## src/rtl/uart_rx_fifo_if.sv

```systemverilog
// Bus between the UART receive front end and the core.
// Handshake: rdreq pops the head entry at a clock edge only when empty is
// low at that edge (rdreq while empty is ignored); q is the head entry and
// reads 8'h00 while empty; frame_err/overrun are one-cycle pulses.
interface uart_rx_fifo_if;
  logic       rx;
  logic       rdreq;
  logic [7:0] q;
  logic       empty;
  logic       full;
  logic       frame_err;
  logic       overrun;
  logic [2:0] dbg_state;

  modport master (
    output rx, rdreq,
    input  q, empty, full, frame_err, overrun, dbg_state
  );

  modport slave (
    input  rx, rdreq,
    output q, empty, full, frame_err, overrun, dbg_state
  );
endinterface

```

## src/rtl/uart_rx_fifo.sv

```systemverilog
// 8N1 serial receiver feeding a show-ahead FIFO. A stop bit sampled low
// raises frame_err and parks the receiver until the line returns high;
// a good byte arriving while the FIFO is full (and not being popped) is
// dropped with an overrun pulse.
module uart_rx_fifo #(
  parameter int CLKS_PER_BIT = 434,
  parameter int DEPTH        = 16
) (
  input  logic           clk,
  input  logic           rst,
  uart_rx_fifo_if.slave  bus
);

  localparam int CW = $clog2(CLKS_PER_BIT);
  localparam int AW = $clog2(DEPTH);

  localparam logic [CW-1:0] HALF_LAST = CW'(CLKS_PER_BIT / 2 - 1);
  localparam logic [CW-1:0] BIT_LAST  = CW'(CLKS_PER_BIT - 1);
  localparam logic [CW-1:0] CNT_ONE   = CW'(1);
  localparam logic [AW:0]   DEPTH_CNT = (AW + 1)'(DEPTH);

  typedef enum logic [2:0] {
    S_IDLE  = 3'd0,
    S_START = 3'd1,
    S_DATA  = 3'd2,
    S_STOP  = 3'd3,
    S_BREAK = 3'd4
  } state_t;

  logic          r_sync1, r_sync2;
  logic          w_rxs;
  state_t        r_state, w_state_nxt;
  logic [CW-1:0] r_cnt, w_cnt_nxt;
  logic [2:0]    r_idx, w_idx_nxt;
  logic [7:0]    r_shift, w_shift_nxt;
  logic          w_push, w_ferr;

  logic [7:0]    r_mem [DEPTH];
  logic [AW-1:0] r_wr_ptr, r_rd_ptr;
  logic [AW:0]   r_count;
  logic          w_empty, w_full, w_pop, w_wr, w_ovr;
  logic          r_frame_err, r_overrun;

  // Two-flop synchronizer; resets to the idle-high line level.
  always_ff @(posedge clk) begin
    if (rst) begin
      r_sync1 <= 1'b1;
      r_sync2 <= 1'b1;
    end else begin
      r_sync1 <= bus.rx;
      r_sync2 <= r_sync1;
    end
  end

  assign w_rxs = r_sync2;

  // Receiver state, bit-period counter, bit index and shift register.
  always_ff @(posedge clk) begin
    if (rst) begin
      r_state <= S_IDLE;
      r_cnt   <= '0;
      r_idx   <= '0;
      r_shift <= '0;
    end else begin
      r_state <= w_state_nxt;
      r_cnt   <= w_cnt_nxt;
      r_idx   <= w_idx_nxt;
      r_shift <= w_shift_nxt;
    end
  end

  // Receiver next-state: mid-bit sampling, push on a good stop bit.
  always_comb begin
    w_state_nxt = r_state;
    w_cnt_nxt   = r_cnt + CNT_ONE;
    w_idx_nxt   = r_idx;
    w_shift_nxt = r_shift;
    w_push      = 1'b0;
    w_ferr      = 1'b0;
    case (r_state)
      S_IDLE: begin
        w_cnt_nxt = '0;
        if (!w_rxs) w_state_nxt = S_START;
      end
      S_START: begin
        if (r_cnt == HALF_LAST) begin
          w_cnt_nxt   = '0;
          w_idx_nxt   = '0;
          // A line that is high again mid start bit was only a glitch.
          w_state_nxt = w_rxs ? S_IDLE : S_DATA;
        end
      end
      S_DATA: begin
        if (r_cnt == BIT_LAST) begin
          w_cnt_nxt   = '0;
          w_shift_nxt = {w_rxs, r_shift[7:1]};
          w_idx_nxt   = r_idx + 3'd1;
          if (r_idx == 3'd7) w_state_nxt = S_STOP;
        end
      end
      S_STOP: begin
        if (r_cnt == BIT_LAST) begin
          w_cnt_nxt = '0;
          if (w_rxs) begin
            w_push      = 1'b1;
            w_state_nxt = S_IDLE;
          end else begin
            w_ferr      = 1'b1;
            w_state_nxt = S_BREAK;
          end
        end
      end
      S_BREAK: begin
        // Hold here so a line stuck low does not yield repeated 0x00 bytes.
        w_cnt_nxt = '0;
        if (w_rxs) w_state_nxt = S_IDLE;
      end
      default: begin
        w_cnt_nxt   = '0;
        w_state_nxt = S_IDLE;
      end
    endcase
  end

  assign w_empty = (r_count == '0);
  assign w_full  = (r_count == DEPTH_CNT);
  assign w_pop   = bus.rdreq && !w_empty;
  // A pop in the same cycle frees the slot, so a full FIFO still accepts.
  assign w_wr    = w_push && (!w_full || w_pop);
  assign w_ovr   = w_push && w_full && !w_pop;

  // FIFO storage write; contents are don't-care until count covers them.
  always_ff @(posedge clk) begin
    if (w_wr) r_mem[r_wr_ptr] <= w_shift_nxt;
  end

  // FIFO pointers, occupancy and registered debug pulses.
  always_ff @(posedge clk) begin
    if (rst) begin
      r_wr_ptr    <= '0;
      r_rd_ptr    <= '0;
      r_count     <= '0;
      r_frame_err <= 1'b0;
      r_overrun   <= 1'b0;
    end else begin
      if (w_wr)  r_wr_ptr <= r_wr_ptr + 1'b1;
      if (w_pop) r_rd_ptr <= r_rd_ptr + 1'b1;
      case ({w_wr, w_pop})
        2'b10:   r_count <= r_count + 1'b1;
        2'b01:   r_count <= r_count - 1'b1;
        default: r_count <= r_count;
      endcase
      r_frame_err <= w_ferr;
      r_overrun   <= w_ovr;
    end
  end

  assign bus.q         = w_empty ? 8'h00 : r_mem[r_rd_ptr];
  assign bus.empty     = w_empty;
  assign bus.full      = w_full;
  assign bus.frame_err = r_frame_err;
  assign bus.overrun   = r_overrun;
  assign bus.dbg_state = r_state;

endmodule

```

## src/flat_wrapper.sv

```systemverilog
// flat-port wrapper written by rule: the top's interface ports become plain ports
module uart_rx_fifo_flat 
#(
  parameter int CLKS_PER_BIT = 434,
  parameter int DEPTH        = 16
)
  (clk, rst, bus_rx, bus_rdreq, bus_q, bus_empty, bus_full, bus_frame_err, bus_overrun, bus_dbg_state);
  uart_rx_fifo_if bus_i ();
  input  logic clk;
  input  logic rst;
  input wire logic [$bits(bus_i.rx)-1:0] bus_rx;
  input wire logic [$bits(bus_i.rdreq)-1:0] bus_rdreq;
  output wire logic [$bits(bus_i.q)-1:0] bus_q;
  output wire logic [$bits(bus_i.empty)-1:0] bus_empty;
  output wire logic [$bits(bus_i.full)-1:0] bus_full;
  output wire logic [$bits(bus_i.frame_err)-1:0] bus_frame_err;
  output wire logic [$bits(bus_i.overrun)-1:0] bus_overrun;
  output wire logic [$bits(bus_i.dbg_state)-1:0] bus_dbg_state;
  assign bus_i.rx = bus_rx;
  assign bus_i.rdreq = bus_rdreq;
  assign bus_q = bus_i.q;
  assign bus_empty = bus_i.empty;
  assign bus_full = bus_i.full;
  assign bus_frame_err = bus_i.frame_err;
  assign bus_overrun = bus_i.overrun;
  assign bus_dbg_state = bus_i.dbg_state;
  uart_rx_fifo #(.CLKS_PER_BIT(CLKS_PER_BIT), .DEPTH(DEPTH)) u_core (.clk(clk), .rst(rst), .bus(bus_i));
endmodule
```

## config.mk

```make
export PLATFORM = sky130hd
export DESIGN_NAME = uart_rx_fifo_flat
export DESIGN_NICKNAME = d
export VERILOG_FILES = /design/src/rtl/uart_rx_fifo_if.sv /design/src/rtl/uart_rx_fifo.sv /design/src/flat_wrapper.sv
export SDC_FILE = /design/constraint.sdc
export NUM_CORES = 1
export LEC_CHECK = 0
export ABC_CLOCK_PERIOD_IN_PS = 2800
export CORE_AREA = 2 2 122 124
export DETAILED_ROUTE_END_ITERATION = 12
export DIE_AREA = 0 0 124 126
export PLACE_DENSITY = 0.66
export SLEW_MARGIN = 20
export SYNTH_ARGS = -nofsm -noshare
export SYNTH_HDL_FRONTEND = slang
export SYNTH_SLANG_ARGS = --single-unit
```

## constraint.sdc

```tcl
create_clock -name clk -period 2.8 [get_ports clk]
set_clock_uncertainty 0.15 [all_clocks]
set_input_delay 0.42 -clock clk [delete_from_list [all_inputs] [get_ports clk]]
set_output_delay 0.42 -clock clk [all_outputs]
set_load 0.005 [all_outputs]
```

==> metrics.txt <==
Routed WL per cell a little under 20 um; CP Capture Type output port; min Tclk post-route roughly 2.9 ns; Final setup viols 8; Vias/cell 5.43; die area 0.0156 mm^2; Synth Area per Inst 16.8 um^2; Sum Neg Setup Slack -0.645 ns; max_cap viols 0; Die Y about 130 um; H-Tree Depth 4; Hold Path Class reg -> reg; Core Footprint ~0.014 mm^2; fmax 342 MHz; Setup WS pre-CTS -0.0744 ns; Power Total about 0.0065 W; gr usage total between 10% and 20%; Die Width between 100 and 150 um; Nets 501; Synth area leader edfxtp_1; initial core utilization 48.9%; Clock Tree Buf Depth 2; outcome complete, but fails checks; initial antenna violation count 0; Inst Count DP 631; Power Dens Cells 768 mW/mm^2; Root Buffer clkbuf_16; WL final about 13000 um; Async S/R FF share, synth 0%; Slew Limit Headroom just under 70%; Critical Path AT 2.35 ns; RD Place Congestion 0.747; vias after detailed routing 3693; Final WS setup -0.120 ns; n_diodes 0; Final Non-Filler Cells 680; Worst-Skew Late Latency approximately 0.42 ns; area fraction in compound gates after synthesis 2.29%; Post-DP Area 0.00759 mm^2; Adder-Cell Fraction of Synth Area 2.61%; predominant post-synthesis flop cell edfxtp_1; CTS Sinks 172; XOR/XNOR Fraction of Synth Area 2.00%; CP Class reg -> out; crit path launch type flop; Initial DRT Pass Iterations 4; Worst IR Drop VDD 543 uV; top cell type's share of synthesized area 54.9%; CTS tree yes; largest net degree at the start of global routing 33; remaining antenna violation count 0; critical-path maximum fanout 5; DRC 0; vias in the first global route between 3000 and 4000; final hold violations 0; Yosys warning count 0; crit share post-route 104%; Leak 3.11 nW; Mapped Nets approximately 430; mux cell area share after synthesis 15.3%; port bufs 18; failing checks negative setup slack; Num CTS Buffers 17; Mapped Area 0.00700 mm^2; Area growth syn-to-layout 20.3%; DP HPWL between 8000 and 9000 um; layout cells sized above 1 a little under a third; worst slew pin tran ~0.47 ns; Required @ worst endpoint approximately 2.2 ns; cell area after layout 0.00842 mm^2; Worst-path clk slew ~0.060 ns; Yosys cell types 53; largest family of logic cells by synthesized area multiplexers; first-pass GRT wire length 21000 um; Cell Rows 44; Seq/Total Area, Yosys 67.5%; IO Pins 19; RSZ-0062 raised after global routing true; Synth Area in Simple Gates 8.62%; initial DRC count just under 400; Final Max Slew Viols 0; synth top area cells edfxtp_1 (55%), mux4_2 (13%), dfxtp_1 (13%); Mapped Cells about 420; EDFF count, synth between 100 and 150; register bit total from synthesis approximately 170; GRT overflow 0
-- synth_stat cells, drive strengths merged, types with 3 or more instances --
master	count
a21oi	5
and2	3
and3	4
buf	11
clkbuf	6
dfxtp	44
edfxtp	128
ha	13
inv	10
mux2	11
mux2i	4
mux4	40
nand2	10
nand3	5
nand4b	3
nor2	42
nor2b	19
nor3	6
or2	5
xnor2	9
xor2	7
-- flip-flops by register name, summed over array words and instances (netlist names), named ones only --
name                  flops
u_core.r_count            5
u_core.r_sync1            1
u_core.bus.dbg_state      3
u_core.r_mem            128
u_core.r_wr_ptr           4
u_core.bus.frame_err      1
u_core.r_idx              3
u_core.bus.overrun        1
u_core.r_cnt              9
u_core.r_shift            8
u_core.r_rd_ptr           4
u_core.r_sync2            1
-- cell type report --
type                       instances  area, um^2
multi-input combinational        217        2200
inverter                          10        37.5
clock buffer                      17         425
tap                              184         230
sequential                       172        4730
timing repair buffer              65         572
clock inverter                    15         219
fill                            1115        5890
-- layer usage --
metal / GRT usage [%] / vias up / share of wire (%)
li1: - / 1719 / -
met1: 25.3 / 1874 / 44
met2: 29.7 / 84 / 50
met3: 4.26 / 16 / 4.2
met4: 7.07 / 0 / 1.7
met5: 0 / - / 0
-- logic make-up (layout without fill, tap and decap cells) --
family | Yosys count | in the layout
DFF | 172 | 172
AOI/OAI and AO/OA | 21 | 21
muxes | 55 | 55
buffers and inverters | 27 | 107
xor gates and xnor gates | 16 | 16
and+or+nand+nor | 111 | 111
adders and majority gates | 14 | 14
-- stage by stage --
| stage | utilization [%] | hold slack [ns] |
|---|---|---|
| final | 58.8 | 0.261 |
| after global routing | 58.8 | 0.281 |
| after CTS | 58.9 | 0.266 |
| after detailed placement | 53.1 | 0.250 |
| after global placement | 53.1 | 0.251 |
| after floorplan | - | 0.239 |
-- critical path, cell delays in order, from the launching register on --
cell     delay, ns
dfxtp_4       0.41
buf_12        0.12
buf_6         0.10
mux4_2        0.53
mux4_2        0.51
nor2b_1       0.14
buf_2         0.12
-- cell usage in the layout (no fill, tap or decap), types with 3 or more instances in the layout --
| cell type | instances |
|---|---|
| a21oi_1 | 5 |
| and2_1 | 3 |
| and3_1 | 4 |
| buf_12 | 3 |
| buf_2 | 7 |
| buf_4 | 34 |
| buf_6 | 9 |
| bufinv_16 | 5 |
| clkbuf_16 | 17 |
| clkdlybuf4s50_1 | 10 |
| clkinvlp_4 | 5 |
| dfxtp_1 | 38 |
| dfxtp_2 | 5 |
| edfxtp_1 | 128 |
| ha_1 | 12 |
| inv_1 | 10 |
| mux2_2 | 8 |
| mux2i_1 | 4 |
| mux4_2 | 40 |
| nand2_1 | 10 |
| nand3_1 | 4 |
| nand4b_1 | 3 |
| nor2_1 | 41 |
| nor2b_1 | 16 |
| nor2b_4 | 3 |
| nor3_1 | 5 |
| xnor2_1 | 9 |
| xor2_1 | 7 |
-- where the power goes --
group | switching, W | internal [W]
clock | 0.000948 | 0.00158
sequential | 0.0000664 | 0.00275
combinational | 0.000502 | 0.000617
total | 0.00152 | 0.00495
-- final timing paths --
path / from / to / slack (ns) / cells past startpoint
hold reg to reg: u_core.r_sync1$_SDFF_PP1_ / u_core.r_sync2$_SDFF_PP1_ / 0.26 / 1
setup reg to reg: u_core.r_count[3]$_SDFFE_PP0P_ / u_core.r_count[4]$_SDFFE_PP0P_ / 0.11 / 9
hold / removal: u_core.r_sync1$_SDFF_PP1_ / u_core.r_sync2$_SDFF_PP1_ / 0.26 / 1
setup / recovery: flop / bus_q[1] / -0.12 / 6
-- what timing repair did --
action                     4_1_cts  5_1_grt
gates resized for setup         42       17
pin swaps                        0        5
gates cloned                     2        0
hold buffers                     0        0
setup endpoints to repair        8       10
buffers inserted                18        2
(Power assumes the default switching activity.)
==> variant 1: new RTL, config.mk and constraints unchanged <==
`CLKS_PER_BIT` is set to 434 in 2 places; all go to 1736.
--- a/src/rtl/uart_rx_fifo.sv
+++ b/src/rtl/uart_rx_fifo.sv
@@ -3,7 +3,7 @@
 // a good byte arriving while the FIFO is full (and not being popped) is
 // dropped with an overrun pulse.
 module uart_rx_fifo #(
-  parameter int CLKS_PER_BIT = 434,
+  parameter int CLKS_PER_BIT = 1736,
   parameter int DEPTH        = 16
 ) (
   input  logic           clk,
--- a/src/flat_wrapper.sv
+++ b/src/flat_wrapper.sv
@@ -1,7 +1,7 @@
 // flat-port wrapper written by rule: the top's interface ports become plain ports
 module uart_rx_fifo_flat 
 #(
-  parameter int CLKS_PER_BIT = 434,
+  parameter int CLKS_PER_BIT = 1736,
   parameter int DEPTH        = 16
 )
   (clk, rst, bus_rx, bus_rdreq, bus_q, bus_empty, bus_full, bus_frame_err, bus_overrun, bus_dbg_state);
Function: same outputs for any inputs over 10 cycles, from zero or initial values and one cycle with rst high; that may be too few to reach the edited logic, so the function may still have changed.
==> variant 1 against the original RTL <==
  * The flow still finishes with violations (negative setup slack)
  * Area after synthesis up 1.6%
  * Total power up 2.5%
  * Worst setup slack worse by 0.039 ns
  * Sequential cell count is 2 higher
  * Routed wire length up 11%
  * Final area is 2.6% higher
  * Sequential power grew 2%
  * Maximum frequency decreased by 1.3%
==> variant 1: results (changes against the original RTL) <==
Clock network
The number of resized instances in the post-cts repair step is 44 (+4.8%). The count of buffers added by post-CTS timing repair for setup is 8 (-10).

Timing
The worst max-slew margin expressed relative to the limit is 62.3% (-6.4 points). The count of final setup violators was 8 (unchanged). The final critical-path setup slack came to -0.159 ns (-0.0392 ns). The worst hold margin is 0.267 ns (+0.00633 ns). The sum of negative setup slack was -0.850 ns (-0.205 ns).

Final layout
The final layout net count is 532 (+6.2%). The share of final-layout standard cells stronger than drive strength 1 was 30.4% (-1.0 points). The largest registers in the layout are u_core.r_mem x128, u_core.r_cnt x11, u_core.r_shift x8.

Place
The placed instance count is 670 (+6.2%). The pre-CTS setup slack is -0.00720 ns (+0.0672 ns). The final weighted congestion in routability-driven placement is 0.811 (+8.5%). The standard cell area after detailed placement is 7840 um2 (+3.2%).

Yosys
The share of synthesized area occupied by flip-flops and latches was 67.0% (-0.49 points). Yosys attributes the largest share of cell area to edfxtp_1 (54%), dfxtp_1 (13%), mux4_2 (13%), nor2_1 (2.4%), ha_1 (1.9%). The net count after synthesis came to 455 (+4.8%). The mux contribution to synthesized area was 15.2% (-0.099 points).

In the synthesized netlist, the cells that appear most often are edfxtp_1 (128), dfxtp_1 (46), nor2_1 (46). The complex-gate fraction of the synthesized area was 2.55% (+0.26 points). The xor and xnor fraction of the mapped netlist area came to 1.97% (-0.031 points).

The unique cell type count in the Yosys netlist came to 49 (-7.5%). The adder-cell area share of the yosys netlist came to 2.22% (-0.39 points).

Critical path
The timing endpoint of the critical path is bus_q[5]. The startpoint-to-endpoint class of the critical path is reg2out. The largest fanout of any net on the critical path was 8 (+3). The data arrival time at the worst-slack endpoint is 2.39 ns (+0.04 ns).

Drt
The average routed wire per standard cell was 20.8 um (+6.1%). The detailed-routed wire length on met3 is 824 um (+46%). The sum of routed wire length over all layers came to 14.8 mm (+11%). The number of DRC markers in iteration 0 is 360 (-8.6%). The total length of routed met2 wires was 7.53 mm (+12%). The via density per instance is 5.62 (+3.6%).

Status
The final reports fail on negative setup slack. The flow ran to the end, but the final reports show violations.

Power
The worst vdd rail ir drop came to 0.532 mV (-2.0%). The static leakage power is 0.00330 uW (+6.2%).

GRT
The via count of the first global-routing pass is 4115 (+9.3%). The overall fraction of global-route tracks in use is 20.7% (+2.0 points).
==> variant 1: layer usage <==
metal,track usage [%],vias to the layer above
li1,-,1836
met1,28.3,2032
met2,33.5,129
met3,4.80,13
met4,5.75,0
met5,0,-
==> variant 1: layout make-up <==
class                   count  area, um2
multi-input cells         235       2300
fillers                  1091       5670
clock buffers              22        518
clock inverters            10       95.1
well taps                 184        230
repair buffers             76        678
flip-flops and latches    174       4770
inverters                  12       45.0
==> variant 1: critical path, cell delays in order (launching register included) <==
cell	delay, ns
dfxtp_4	0.42
buf_12	0.13
buf_12	0.13
mux4_2	0.51
mux4_2	0.50
nor2b_1	0.15
buf_2	0.12
==> variant 1: report_power, final <==
group | internal [uW] | leakage [uW] | total [uW] | switching (uW)
registers | 2790 | 0.00186 | 2870 | 77.0
clock network | 1410 | 0.000300 | 2380 | 969
logic | 750 | 0.00114 | 1380 | 632
total | 4950 | 0.00330 | 6630 | 1680
==> variant 2: new RTL, same flow settings <==
Without the edit above. Reset style: asynchronous (`rst`), changed in 3 clocked blocks. Comments in the files are not updated.
--- a/src/rtl/uart_rx_fifo.sv
+++ b/src/rtl/uart_rx_fifo.sv
@@ -42,7 +42,7 @@
   logic          r_frame_err, r_overrun;
 
   // Two-flop synchronizer; resets to the idle-high line level.
-  always_ff @(posedge clk) begin
+  always_ff @(posedge clk or posedge rst) begin
     if (rst) begin
       r_sync1 <= 1'b1;
       r_sync2 <= 1'b1;
@@ -55,7 +55,7 @@
   assign w_rxs = r_sync2;
 
   // Receiver state, bit-period counter, bit index and shift register.
-  always_ff @(posedge clk) begin
+  always_ff @(posedge clk or posedge rst) begin
     if (rst) begin
       r_state <= S_IDLE;
       r_cnt   <= '0;
@@ -135,7 +135,7 @@
   end
 
   // FIFO pointers, occupancy and registered debug pulses.
-  always_ff @(posedge clk) begin
+  always_ff @(posedge clk or posedge rst) begin
     if (rst) begin
       r_wr_ptr    <= '0;
       r_rd_ptr    <= '0;
Formal check against the unedited RTL: differs if rst is asserted again (counterexample within 4 cycles, from zero or initial values and one cycle with rst high); with rst held inactive, the same outputs for 10 cycles.
==> variant 2 against the original RTL <==
  * The run still ends with negative setup slack left
  * Highest routed layer unchanged
  * Routed wire length grew 0.28%
  * Via count shrank 2.4%
  * Sequential share of layout area grew 2.1 points
  * Count of clock-buffer cells in the layout grew 2
  * Final area shrank 1.2%
  * Register-to-register slack is essentially flat
  * Non-clock buffer count grew 4
  * Area after synthesis shrank 1.1%
  * Worst hold slack lost 0.053 ns
  * Sequential cell count shrank 4
  * Maximum frequency shrank 1.9%
  * Worst setup slack lost 0.058 ns
Power is not compared: it rests on default switching activity, and its combinational part moved more than twofold at a synthesized area within 25%.
==> variant 2: results (changes against the original RTL) <==
Status
The flow ran to the end, but the final reports show violations. The final reports fail on negative setup slack.

Critical path
The largest fanout of any net on the critical path is 6 (+1). The critical path ends at bus_q[0]. The biggest cell delay along the critical path was 0.49 ns (-0.04 ns). The worst register-to-register path ends at u_core.r_mem[1][2]$_DFFE_PP_.

Yosys
The commonest cells after synthesis are edfxtp_1 (128), mux4_2 (40), dfrtp_1 (38). The xor and xnor fraction of the mapped netlist area is 2.15% (+0.15 points). The mux contribution to synthesized area came to 14.8% (-0.53 points). The share of synthesized area occupied by flip-flops and latches was 70.0% (+2.5 points). Yosys attributes the largest share of cell area to edfxtp_1 (56%), dfrtp_1 (14%), mux4_2 (13%), ha_1 (2.2%), nor2_1 (1.8%).

Final layout
The fill cell total of the finished layout is 1095 (-1.8%). The count of non-filler cells in the finished layout was 657 (-3.4%).

Timing
The sum of negative setup slack is -0.968 ns (-0.323 ns). The transition time of the tightest slew-check pin is 0.527 ns (+0.0589 ns). The final critical-path setup slack came to -0.178 ns (-0.0581 ns).

The count of final setup violators is 8 (unchanged). The worst hold margin is 0.209 ns (-0.0525 ns).

Drt
The overall via count from detail_route is 3603 (-2.4%). The count of TritonRoute iterations in the first routing pass is 5 (+1). The number of DRC markers in iteration 0 is 286 (-27%). The average routed wire per standard cell is 20.4 um (+3.8%).

Worst hold path
The number of instances on the worst hold path is 0 (-1).

Place
The estimated wirelength of the detail-placed design came to 8.53 mm (-0.77%). The pre-CTS setup slack is -0.0207 ns (+0.0537 ns). The placed instance count is 608 (-3.6%).

Clock network
The number of resized instances in the post-cts repair step is 46 (+9.5%).

GRT
The pin count of the biggest net entering global routing was 41 (+24%).
## variant 2: layout make-up
type | instances | area, um2 | share of cell area, %
clock buffer | 19 | 433 | 5.20
timing repair buffer | 69 | 644 | 7.75
inverter | 9 | 33.8 | 0.406
sequential | 168 | 4850 | 58.3
clock inverter | 13 | 121 | 1.46
tap | 184 | 230 | 2.77
multi-input combinational | 195 | 2010 | 24.1
## variant 2: stage by stage
stage | total power [uW] | utilization [%]
floorplan | 2720 | -
global placement | 2730 | 52.8
detailed placement | 2730 | 52.8
CTS | 4900 | 58.0
global route | 5020 | 58.1
finish | 4870 | 58.1
## variant 2: report_power, final
group / internal [uW] / switching [uW]
Clock: 1230 / 961
Sequential: 2650 / 1.26
Combinational: 5.27 / 13.9
Total: 3890 / 976
## variant 2: metal layers
metal	wire length, um	up-vias	track usage (%)
met1	6100	1865	27.3
met5	0	-	0
met2	6550	69	29.8
met3	565	15	5.03
li1	-	1654	-
met4	158	0	5.75
